`src/rtl/text_console.sv`:
```
// Character console: turns a stream of character codes into name-table writes,
// tracking a cursor and blanking a row on every line advance or the whole screen.
module text_console #(
   parameter int unsigned COLS       = 80,
   parameter int unsigned ROWS       = 60,
   parameter logic [7:0]  BLANK_CHAR = 8'h20
) (
   input  logic        clk100mhz,
   input  logic        resetN,
   input  logic        charValid,
   input  logic [7:0]  charData,
   output logic        charReady,
   output logic        nameTableWriteEnable,
   output logic [7:0]  nameTableWriteData,
   output logic [12:0] nameTableWriteAddr,
   output logic [6:0]  cursorX,
   output logic [5:0]  cursorY
);

   localparam int unsigned AW = 13;
   localparam int unsigned XW = 7;
   localparam int unsigned YW = 6;
   localparam int unsigned DW = 8;

   localparam logic [AW-1:0] LAST_CELL    = AW'(COLS * ROWS - 1);
   localparam logic [AW-1:0] LAST_COL_CNT = AW'(COLS - 1);
   localparam logic [XW-1:0] LAST_COL     = XW'(COLS - 1);
   localparam logic [YW-1:0] LAST_ROW     = YW'(ROWS - 1);

   typedef enum logic [1:0] {
      CLEAR_ALL  = 2'd0,
      IDLE       = 2'd1,
      LINE_CLEAR = 2'd2
   } state_t;

   state_t        state_q, state_d;
   logic [AW-1:0] cnt_q, cnt_d;
   logic [XW-1:0] x_q, x_d;
   logic [YW-1:0] y_q, y_d;
   logic          ready_q, ready_d;
   logic          we_q, we_d;
   logic [DW-1:0] wdata_q, wdata_d;
   logic [AW-1:0] waddr_q, waddr_d;

   logic          accept_c;
   logic          printable_c;
   logic [AW-1:0] row_base_c;
   logic [YW-1:0] next_row_c;
   logic [DW-1:0] tab_c;

   // ready is only ever high in IDLE, so an accept implies IDLE
   assign accept_c    = charValid & ready_q;
   assign printable_c = (charData >= 8'h20) && (charData <= 8'h7E);
   assign row_base_c  = AW'(y_q) * AW'(COLS);
   assign next_row_c  = (y_q == LAST_ROW) ? '0 : y_q + YW'(1);
   assign tab_c       = ({1'b0, x_q} | DW'(7)) + DW'(1);

   always_comb begin
      state_d = state_q;
      cnt_d   = cnt_q;
      x_d     = x_q;
      y_d     = y_q;
      we_d    = 1'b0;
      wdata_d = wdata_q;
      waddr_d = waddr_q;

      case (state_q)
         CLEAR_ALL: begin
            we_d    = 1'b1;
            wdata_d = BLANK_CHAR;
            waddr_d = cnt_q;
            if (cnt_q == LAST_CELL) begin
               state_d = IDLE;
               cnt_d   = '0;
            end else begin
               cnt_d = cnt_q + AW'(1);
            end
         end

         LINE_CLEAR: begin
            // cursorY already points at the freshly entered row
            we_d    = 1'b1;
            wdata_d = BLANK_CHAR;
            waddr_d = row_base_c + cnt_q;
            if (cnt_q == LAST_COL_CNT) begin
               state_d = IDLE;
               cnt_d   = '0;
            end else begin
               cnt_d = cnt_q + AW'(1);
            end
         end

         IDLE: begin
            if (accept_c) begin
               if (printable_c) begin
                  we_d    = 1'b1;
                  wdata_d = charData;
                  waddr_d = row_base_c + AW'(x_q);
                  if (x_q == LAST_COL) begin
                     x_d     = '0;
                     y_d     = next_row_c;
                     state_d = LINE_CLEAR;
                     cnt_d   = '0;
                  end else begin
                     x_d = x_q + XW'(1);
                  end
               end else begin
                  case (charData)
                     8'h0A: begin
                        x_d     = '0;
                        y_d     = next_row_c;
                        state_d = LINE_CLEAR;
                        cnt_d   = '0;
                     end
                     8'h0D: x_d = '0;
                     8'h08: begin
                        if (x_q != '0) begin
                           x_d     = x_q - XW'(1);
                           we_d    = 1'b1;
                           wdata_d = BLANK_CHAR;
                           waddr_d = row_base_c + AW'(x_q) - AW'(1);
                        end
                     end
                     8'h09: x_d = (tab_c > DW'(LAST_COL)) ? LAST_COL : XW'(tab_c);
                     8'h0C: begin
                        x_d     = '0;
                        y_d     = '0;
                        state_d = CLEAR_ALL;
                        cnt_d   = '0;
                     end
                     default: ;
                  endcase
               end
            end
         end

         default: begin
            state_d = CLEAR_ALL;
            cnt_d   = '0;
         end
      endcase

      // first IDLE cycle after a sweep still reports busy
      ready_d = (state_q == IDLE) && (state_d == IDLE);
   end

   always_ff @(posedge clk100mhz) begin
      if (!resetN) begin
         state_q <= CLEAR_ALL;
         cnt_q   <= '0;
         x_q     <= '0;
         y_q     <= '0;
         ready_q <= 1'b0;
         we_q    <= 1'b0;
         wdata_q <= '0;
         waddr_q <= '0;
      end else begin
         state_q <= state_d;
         cnt_q   <= cnt_d;
         x_q     <= x_d;
         y_q     <= y_d;
         ready_q <= ready_d;
         we_q    <= we_d;
         wdata_q <= wdata_d;
         waddr_q <= waddr_d;
      end
   end

   assign charReady            = ready_q;
   assign nameTableWriteEnable = we_q;
   assign nameTableWriteData   = wdata_q;
   assign nameTableWriteAddr   = waddr_q;
   assign cursorX              = x_q;
   assign cursorY              = y_q;

endmodule

```
`config.mk`:
```
export PLATFORM = sky130hd
export DESIGN_NAME = text_console
export DESIGN_NICKNAME = d
export VERILOG_FILES = /design/src/rtl/text_console.sv
export SDC_FILE = /design/constraint.sdc
export NUM_CORES = 1
export LEC_CHECK = 0
export ABC_CLOCK_PERIOD_IN_PS = 3700
export CORE_ASPECT_RATIO = 0.75
export CORE_MARGIN = 2
export CORE_UTILIZATION = 55
export CTS_CLUSTER_SIZE = 8
export DETAILED_ROUTE_END_ITERATION = 6
export PLACE_DENSITY = 0.8
export RECOVER_POWER = 25
export SYNTH_ARGS = -nofsm -noshare
export SYNTH_HDL_FRONTEND = slang
export SYNTH_SLANG_ARGS = --single-unit
```
`constraint.sdc`:
```
create_clock -name clk100mhz -period 3.7 [get_ports clk100mhz]
set_input_delay 0.74 -clock clk100mhz [delete_from_list [all_inputs] [get_ports clk100mhz]]
set_output_delay 0.74 -clock clk100mhz [all_outputs]
set_load 0.1 [all_outputs]
```
## After elaboration in Yosys (flattened, before gate mapping)

Index checks and enable logic that the tools add are counted.

- $add $sub $neg: 8
- Multiply operators: 1
- Magnitude comparators: 3
- Equal/unequal tests: 19
- Multiplexer cells: 38
- Bitwise gates (word level): 1
- Reductions and logical operators: 16

Operators by type and width:

| cell | count |
|---|---|
| 13-bit two-way mux | 10 |
| 13-bit case mux with 3 select lines | 2 |
| 8-bit by 4-bit equality test with 1-bit output (second input constant) | 5 |
| 8-bit two-way mux | 4 |
| 7-bit two-way mux | 4 |
| 7-bit case mux with 3 select lines | 1 |
| 6-bit two-way mux | 3 |
| 8-bit case mux with 2 select lines | 1 |
| 4-bit AND reduction | 4 |
| 13-bit by 1-bit adder with 13-bit output (second input constant) | 1 |
| 13-bit adder | 1 |
| 13-bit by 7-bit adder with 13-bit output | 1 |
| 13-bit equality test (second input constant) | 1 |
| 13-bit by 7-bit equality test with 1-bit output (second input constant) | 1 |
| 13-bit by 1-bit subtractor with 13-bit output (second input constant) | 1 |
| 3-bit != test (second input constant) | 4 |
| 6-bit case mux with 2 select lines | 1 |
| 2-bit two-way mux | 5 |
| 6-bit by 3-bit multiplier with 9-bit output (second input constant) | 1 |
| 7-bit by 1-bit adder with 8-bit output (second input constant) | 1 |
| 8-bit by 6-bit >= comparator with 1-bit output (second input constant) | 1 |
| 8-bit by 7-bit greater-than comparator with 1-bit output (second input constant) | 1 |
| 8-bit by 7-bit less-or-equal comparator with 1-bit output (second input constant) | 1 |
| 7-bit by 1-bit adder with 7-bit output (second input constant) | 1 |
| 23 further kinds | 30 |

- Bits in registers: 51
- Bits of input ports: 11
- Output and inout port bits: 36
- Logic and storage cells: 94

## Longest topological paths before layout

Gate-level depths: netlist of the first run.

- Depth in word-level cells: 8
- Gate-level depth with buffers: 13

## Least setup slack after synthesis of the first run

OpenSTA, ideal clock, no wires.

- Path type: flip-flop to flip-flop
- From: register y_q[1] (netlist: cursorY[1])
- To: register waddr_q[12] (netlist: nameTableWriteAddr[12])
- Arrival: 3.780 ns
- Data required time: 3.619 ns
- Setup slack: -0.160 ns
- Stages on the path, launching flop included: 14
- Cells stage by stage: dfxtp_1 > ha_1 > ha_1 > fa_1 > a21o_1 > a21oi_1 > xor2_1 > inv_1 > ha_1 > or3_1 > o21ba_2 > xnor2_1 > nand2_1 > a41oi_1

- Longest elaborated chain between the ends: 8

RTL lines:

| item | RTL line | source |
|---|---|---|
| from (decl) | 39 | `logic [YW-1:0] y_q, y_d;` |
| from (signal assigned) | 161 | `y_q <= y_d;` |
| 6-bit by 3-bit multiplier with 9-bit output (*) | 54 | `assign row_base_c = AW'(y_q) * AW'(COLS);` |
| 13-bit by 7-bit adder with 13-bit output | 98, 121 |  |
| 13-bit by 1-bit subtractor with 13-bit output | 121 | `waddr_d = row_base_c + AW'(x_q) - AW'(1);` |
| 13-bit two-way mux | 117 | `if (x_q != '0) begin` |
| 13-bit two-way mux | 108 | `case (charData)` |
| 13-bit two-way mux | 95 | `if (printable_c) begin` |
| 13-bit two-way mux | 94 | `if (accept_c) begin` |
| 13-bit case mux with 3 select lines (*) | 67 | `case (state_q)` |
| to (signal assigned) | 165 | `waddr_q <= waddr_d;` |
| to (decl) | 43 | `logic [AW-1:0] waddr_q, waddr_d;` |

Mark *: on every way between the ends. The rest lies on a longest branch, timed or not. The select of a mux whose other input is x is not followed.
A chain may end at the register's enable or synchronous reset.

## Final worst setup path of the first run

Ends and elaborated chain as after synthesis.

==> results.py, run 1 <==
metrics = {
    "status": {
        "status": "finished clean",
    },
    "layout": {
        "diodes": 0,
        "fin_cells": 646,
        "nNetsFinal": 591,
        "syn_to_final_growth_pct": 17.2,
        "drive_gt1_share_pct": 7.85,
    },
    "route": {
        "postRouteAntennaNets": 0,
        "drt-met1-wl_mm": 5.22,
        "wl_met3_um": 720,
        "drc": 0,
        "drt_iter0_drc": 221,
        "avgRoutedWirePerCell_um": 16.7,
        "route.met2.wl_mm": 4.71,
        "vias": 4024,
        "viasPerCell": 6.23,
        "drt_pass1_iterations": 5,
        "finalWirelength_mm": 10.8,
        "top_layer": "met4",
    },
    "cts": {
        "cts_setup_buffers": 0,
        "cts_buffer_depth": 2,
        "cts.repair.resized": 0,
        "cts_tree": "built",
        "cts_buffers": 5,
        "cts.sinks": 51,
        "clkLatencyLatePin_ns": 0.32,
        "h-tree-depth": 2,
        "cts.clk_slew.worst_paths_ns": 0.11,
        "hold_buffers": 0,
        "cts-root-buf": "clkbuf_8",
    },
    "power": {
        "power_density_nw_per_um2": 236,
        "ir_drop_mv": 0.179,
        "p_leak_uw": 0.00189,
    },
    "synth": {
        "ys_top_cells_by_count": "53 x nor2_1, 51 x dfxtp_1, 40 x nand2_1, 35 x a21oi_1, 31 x o21ai_0",
        "synthFlopType": "dfxtp_1",
        "synthArstFlopShare_pct": 0,
        "synth_top_area_share_pct": 25.8,
        "yosysTopAreaCell": "dfxtp_1",
        "ys_seq_elements": 51,
        "synth-warning-count": 0,
        "yosysSeqAreaShare_pct": 25.8,
        "postSynthAreaPerCell_um2": 7.86,
        "synth-edff-count": 0,
        "synth_area_um2": 3960,
        "synthCells": 504,
        "synth_most_common_cell": "nor2_1",
        "synth_cell_types": 70,
        "ys_top_cells_by_area": "dfxtp_1 26%, ha_1 9.5%, nor2_1 5.0%",
        "synthesis.nets": 548,
    },
    "placed_design": {
        "dp.cells": 638,
        "port_buffers": 46,
        "dpl.hpwl_mm": 8.10,
        "place.gp.congestion": 0.930,
    },
    "sta": {
        "relSlewSlack_pct": 23.4,
        "fin_crit_sh_pct": 89.1,
        "hold_viol": 0,
        "fin_skew_ns": 0.00833,
        "worstMarginPinSlew_ns": 1.15,
        "rsz0062_at_grt": "no",
        "tns_ns": 0,
        "slew_violations": 0,
        "finalSetupViolCount": 0,
        "fin_crit_ns": 3.30,
        "max_freq_ghz": 0.303,
    },
    "critical_path": {
        "crit_arrival_ns": 3.54,
        "end_kind": "flop",
        "crit_fanout": 9,
        "startpoint_type": "flop",
        "crit_required_ns": 3.94,
        "criticalPathCategory": "reg -> reg",
    },
    "die": {
        "ios": 47,
        "core_um2": 6900,
        "rows": 26,
        "die_x_um": 102,
        "start_util_pct": 57.4,
        "die_area_um2": 7900,
        "die_h_um": 77.5,
    },
    "flow_run": {
        "max_cap_violations": 0,
    },
    "min_path": {
        "hold_class": "reg -> reg",
    },
    "global_routing": {
        "antenna_found_initial": 0,
        "grt_max_degree": 21,
        "overflow": 0,
        "grtUsageTotal_pct": 28.1,
        "grt_pass1_vias": 3641,
        "grt_pass1_wl_mm": 17.8,
    },
}
[path summary, 6_finish.rpt]
kind,cells after the start,slack [ns],startpoint,end
setup / recovery,13,0.40,cursorY[1]$_SDFFE_PN0P_,nameTableWriteAddr[12]$_SDFFE_PN0P_
hold / removal,2,0.47,nameTableWriteAddr[8]$_SDFFE_PN0P_,nameTableWriteAddr[8]$_SDFFE_PN0P_
setup reg to reg,13,0.40,cursorY[1]$_SDFFE_PN0P_,nameTableWriteAddr[12]$_SDFFE_PN0P_
hold reg to reg,2,0.47,nameTableWriteAddr[8]$_SDFFE_PN0P_,nameTableWriteAddr[8]$_SDFFE_PN0P_
[final cells by class]
cell class                 count  area, µm²
clock buffer                   6       72.6
clock inverter                 2       38.8
fill                         586       2250
inverter                      23       86.3
multi-input combinational    408       2750
sequential                    51       1020
tap                           98        123
timing repair buffer          58        544
[sequential cells by signal, summed over array words and instances, names as in the netlist]
signal                flops
cnt_q                    13
nameTableWriteAddr       13
nameTableWriteData        8
cursorX                   7
cursorY                   6
state_q                   2
charReady                 1
nameTableWriteEnable      1
[cells in the final DEF (no fill, tap or decap), types with 7 or more instances in the layout]
cell / synthesis / layout
a22oi_1: 7 / 7
nor2_1: 53 / 53
and3_1: 10 / 10
dfxtp_1: 51 / 49
xor2_1: 11 / 11
nand2_1: 40 / 40
nand4_1: 10 / 10
xnor2_1: 22 / 22
clkdlybuf4s50_1: 0 / 25
ha_1: 30 / 30
a21oi_1: 35 / 35
nand3_1: 21 / 21
buf_4: 0 / 12
nor3_1: 13 / 13
dlygate4sd3_1: 0 / 20
o21ai_0: 31 / 31
inv_1: 22 / 22
[through the flow]
step	total power [µW]	instance area (µm²)	util (%)	hold WS (ns)	worst slack, ns
final	1090	4640	67.3	0.468	0.403
after global routing	1130	4640	67.3	0.509	0.0957
after CTS	1100	4650	67.4	0.473	0.427
after detailed placement	690	4530	65.7	0.453	0.289
after global placement	688	4530	65.7	0.456	0.392
after floorplan	653	3960	-	0.457	0.0121
[critical path, cell delays in order, from the launching register on]
cell and delay (ns):
dfxtp_2 0.46, ha_1 0.27, ha_1 0.22, fa_1 0.40, a21o_1 0.19, a21oi_1 0.16, xor2_1 0.22, inv_1 0.12
ha_1 0.20, or3_1 0.35, o21ba_2 0.21, xnor2_1 0.14, nand2_1 0.07, a41oi_1 0.23
[power by group]
| group | internal (µW) | switching (µW) |
|---|---|---|
| registers | 554 | 4.03 |
| logic | 40.7 | 79.8 |
| clock network | 205 | 211 |
[metal layers]
layer / vias up / global-route usage (%)
met1: 1912 / 42.2
met4: 0 / 6.67
met3: 15 / 4.59
li1: 1939 / -
met5: - / 0
met2: 158 / 41.8
[logic make-up (layout without fill, tap and decap cells)]
| kind of cell | count (synthesis) | in the layout | synth area share, % |
|---|---|---|---|
| and+or+nand+nor | 194 | 194 | 25.9 |
| AOI/OAI and AO/OA | 146 | 146 | 24.8 |
| adders and majority gates | 33 | 33 | 11.0 |
| DFF | 51 | 51 | 25.8 |
| xor gates and xnor gates | 33 | 33 | 7.30 |
| buffers and inverters | 45 | 89 | 4.71 |
| muxes | 2 | 2 | 0.505 |
No activity file was read; power rests on OpenSTA's default activity.
==> run 2: changes to the inputs <==
--- a/config.mk
+++ b/config.mk
@@ -9,7 +9,7 @@
 export CORE_ASPECT_RATIO = 0.75
 export CORE_MARGIN = 2
 export CORE_UTILIZATION = 55
-export CTS_CLUSTER_SIZE = 8
+export CTS_CLUSTER_SIZE = 28
 export DETAILED_ROUTE_END_ITERATION = 6
 export PLACE_DENSITY = 0.8
 export RECOVER_POWER = 25
==> results of run 2 <==
Final layout, timing and power as in run 1 (identical DEF).
==> run 3: changes to the inputs <==
--- a/config.mk
+++ b/config.mk
@@ -6,12 +6,14 @@
 export NUM_CORES = 1
 export LEC_CHECK = 0
 export ABC_CLOCK_PERIOD_IN_PS = 3700
+export CELL_PAD_IN_SITES_DETAIL_PLACEMENT = 0
+export CELL_PAD_IN_SITES_GLOBAL_PLACEMENT = 1
 export CORE_ASPECT_RATIO = 0.75
 export CORE_MARGIN = 2
-export CORE_UTILIZATION = 55
+export CORE_UTILIZATION = 42
 export CTS_CLUSTER_SIZE = 28
 export DETAILED_ROUTE_END_ITERATION = 6
-export PLACE_DENSITY = 0.8
+export PLACE_DENSITY = 0.82
 export RECOVER_POWER = 25
 export SYNTH_ARGS = -nofsm -noshare
 export SYNTH_HDL_FRONTEND = slang
==> run 3 against run 2 <==
  * Maximum frequency is 0.76% lower
  * Critical path depth is 3 lower
  * Non-clock buffer count is 7 higher
  * Clock skew is 0.00085 ns higher
  * Critical path type unchanged
  * Critical endpoint is now nameTableWriteAddr[11]$_SDFFE_PN0P_
  * Highest routed layer unchanged
==> results.py, run 3 (synthesis gave the netlist of run 1 again) <==
metrics = {
    "flow_run": {
        "max_cap_violations": 0,
    },
    "sta": {
        "relSlewSlack_pct": 22.0,
        "setup_slack_ns": 0.378,
        "fin_crit_sh_pct": 89.8,
        "fin_crit_ns": 3.32,
        "fin_skew_ns": 0.00917,
        "rsz0062_at_grt": "no",
        "finalSetupViolCount": 0,
        "slew_violations": 0,
        "worstMarginPinSlew_ns": 1.18,
        "max_freq_ghz": 0.301,
        "hold_viol": 0,
        "tns_ns": 0,
    },
    "layout": {
        "multiInputGateArea_um2": 2750,
        "diodes": 0,
        "drive_gt1_share_pct": 9.01,
        "seqCellArea_um2": 1020,
        "final_common_cell": "nor2_1",
        "nNetsFinal": 598,
        "n_fill_cell": 886,
        "syn_to_final_growth_pct": 20.2,
        "layout_common_cells": "53 x nor2_1, 49 x dfxtp_1, 40 x nand2_1, 35 x a21oi_1, 31 x o21ai_0",
    },
    "placed_design": {
        "preCtsSetupSlack_ns": 0.258,
        "dpl.hpwl_mm": 8.62,
        "port_buffers": 46,
        "place.gp.congestion": 0.961,
    },
    "power": {
        "p_sw_share_pct": 27.0,
        "p_sw_uw": 314,
        "power_uw": 1170,
        "power_density_nw_per_um2": 245,
        "pwr-share-seq_pct": 47.9,
        "power_frac_clock_pct": 41.5,
        "p_comb_share_pct": 10.6,
        "p_leak_uw": 0.00193,
        "p_int_uw": 851,
        "ir_drop_mv": 0.167,
    },
    "route": {
        "drt_pass1_iterations": 4,
        "finalWirelength_mm": 11.5,
        "drt_iter0_drc": 272,
        "drc": 0,
        "viasPerCell": 5.79,
        "postRouteAntennaNets": 0,
        "avgRoutedWirePerCell_um": 16.9,
        "vias": 3957,
    },
    "die": {
        "die_h_um": 88.1,
        "die_x_um": 116,
        "ios": 47,
        "rows": 30,
        "die_area_um2": 10200,
        "core_um2": 9120,
        "start_util_pct": 43.4,
    },
    "critical_path": {
        "crit_required_ns": 3.87,
        "criticalPathCategory": "reg -> reg",
        "end_kind": "flop",
        "crit_arrival_ns": 3.49,
        "startpoint_type": "flop",
        "r2r_cells": 10,
        "crit_fanout": 8,
    },
    "cts": {
        "clkLatencyLatePin_ns": 0.30,
        "cts_buffer_depth": 2,
        "cts-root-buf": "clkbuf_16",
        "h-tree-depth": 2,
        "cts.sinks": 51,
        "cts_buffers": 5,
        "cts.repair.resized": 0,
        "cts_tree": "built",
        "cts.clk_slew.worst_paths_ns": 0.08,
        "hold_buffers": 0,
        "cts_setup_buffers": 0,
    },
    "global_routing": {
        "grtUsageTotal_pct": 23.0,
        "overflow": 0,
        "grt_max_degree": 29,
        "grt_pass1_wl_mm": 18.7,
        "antenna_found_initial": 0,
        "grt_pass1_vias": 3673,
    },
    "min_path": {
        "hold_depth": 2,
        "hold_class": "reg -> reg",
    },
    "status": {
        "status": "finished clean",
    },
}
[run 3: cell types whose count changed in the layout (fill, tap and decap cells not counted), sizes merged]
cell | previous run | this run
clkbuf | 7 | 8
dlygate4sd3 | 20 | 19
buf | 12 | 19
clkinvlp | 0 | 1
bufinv | 1 | 0
[run 3: metrics by stage]
| stage | hold slack (ns) | instances | cell area (µm²) | util (%) |
|---|---|---|---|---|
| 2_1_floorplan | 0.457 | 504 | 3960 | - |
| 3_3_place_gp | 0.445 | 675 | 4620 | 50.7 |
| 3_5_place_dp | 0.454 | 675 | 4620 | 50.7 |
| 4_1_cts | 0.464 | 683 | 4770 | 52.3 |
| 5_1_grt | 0.493 | 683 | 4760 | 52.2 |
| 6_report | 0.457 | 683 | 4760 | 52.2 |
[run 3: final timing paths]
kind | from | to | slack [ns]
worst min register to register | nameTableWriteData[6]$_SDFFE_PN0P_ | nameTableWriteData[6]$_SDFFE_PN0P_ | 0.46
worst max register to register | cursorY[3]$_SDFFE_PN0P_ | nameTableWriteAddr[11]$_SDFFE_PN0P_ | 0.38
worst min-delay path | nameTableWriteData[6]$_SDFFE_PN0P_ | nameTableWriteData[6]$_SDFFE_PN0P_ | 0.46
worst max-delay path | cursorY[3]$_SDFFE_PN0P_ | nameTableWriteAddr[11]$_SDFFE_PN0P_ | 0.38
[run 3: layout make-up]
cell class	count	share of cell area [%]
clock buffers	6	2.71
repair buffers	65	12.4
inverters	23	1.81
multi-input cells	408	57.9
clock inverters	2	0.342
flip-flops and latches	51	21.5
well taps	128	3.36
[run 3: critical path, stage by stage (launching register included)]
cell and delay [ns]:
dfxtp_2 0.42, ha_1 0.26, ha_1 0.23, fa_1 0.41, xnor2_1 0.36, inv_1 0.16, ha_1 0.36, o311ai_0 0.42
xnor2_1 0.12, a221oi_1 0.31, o21ai_0 0.13
[run 3: routing by layer]
layer	up-vias	track usage [%]	routed length, µm
met1	1878	34.4	5910
li1	1961	-	-
met4	0	3.14	76
met5	-	0	0
met3	9	4.36	588
met2	109	35.4	4960
[run 3: power groups by stage]
stage | logic [µW] | clock network (µW) | registers [µW]
after floorplan | 62.6 | 0 | 591
after global placement | 122 | 0 | 571
after detailed placement | 123 | 0 | 571
after CTS | 124 | 490 | 558
after global routing | 133 | 516 | 559
final | 124 | 483 | 558
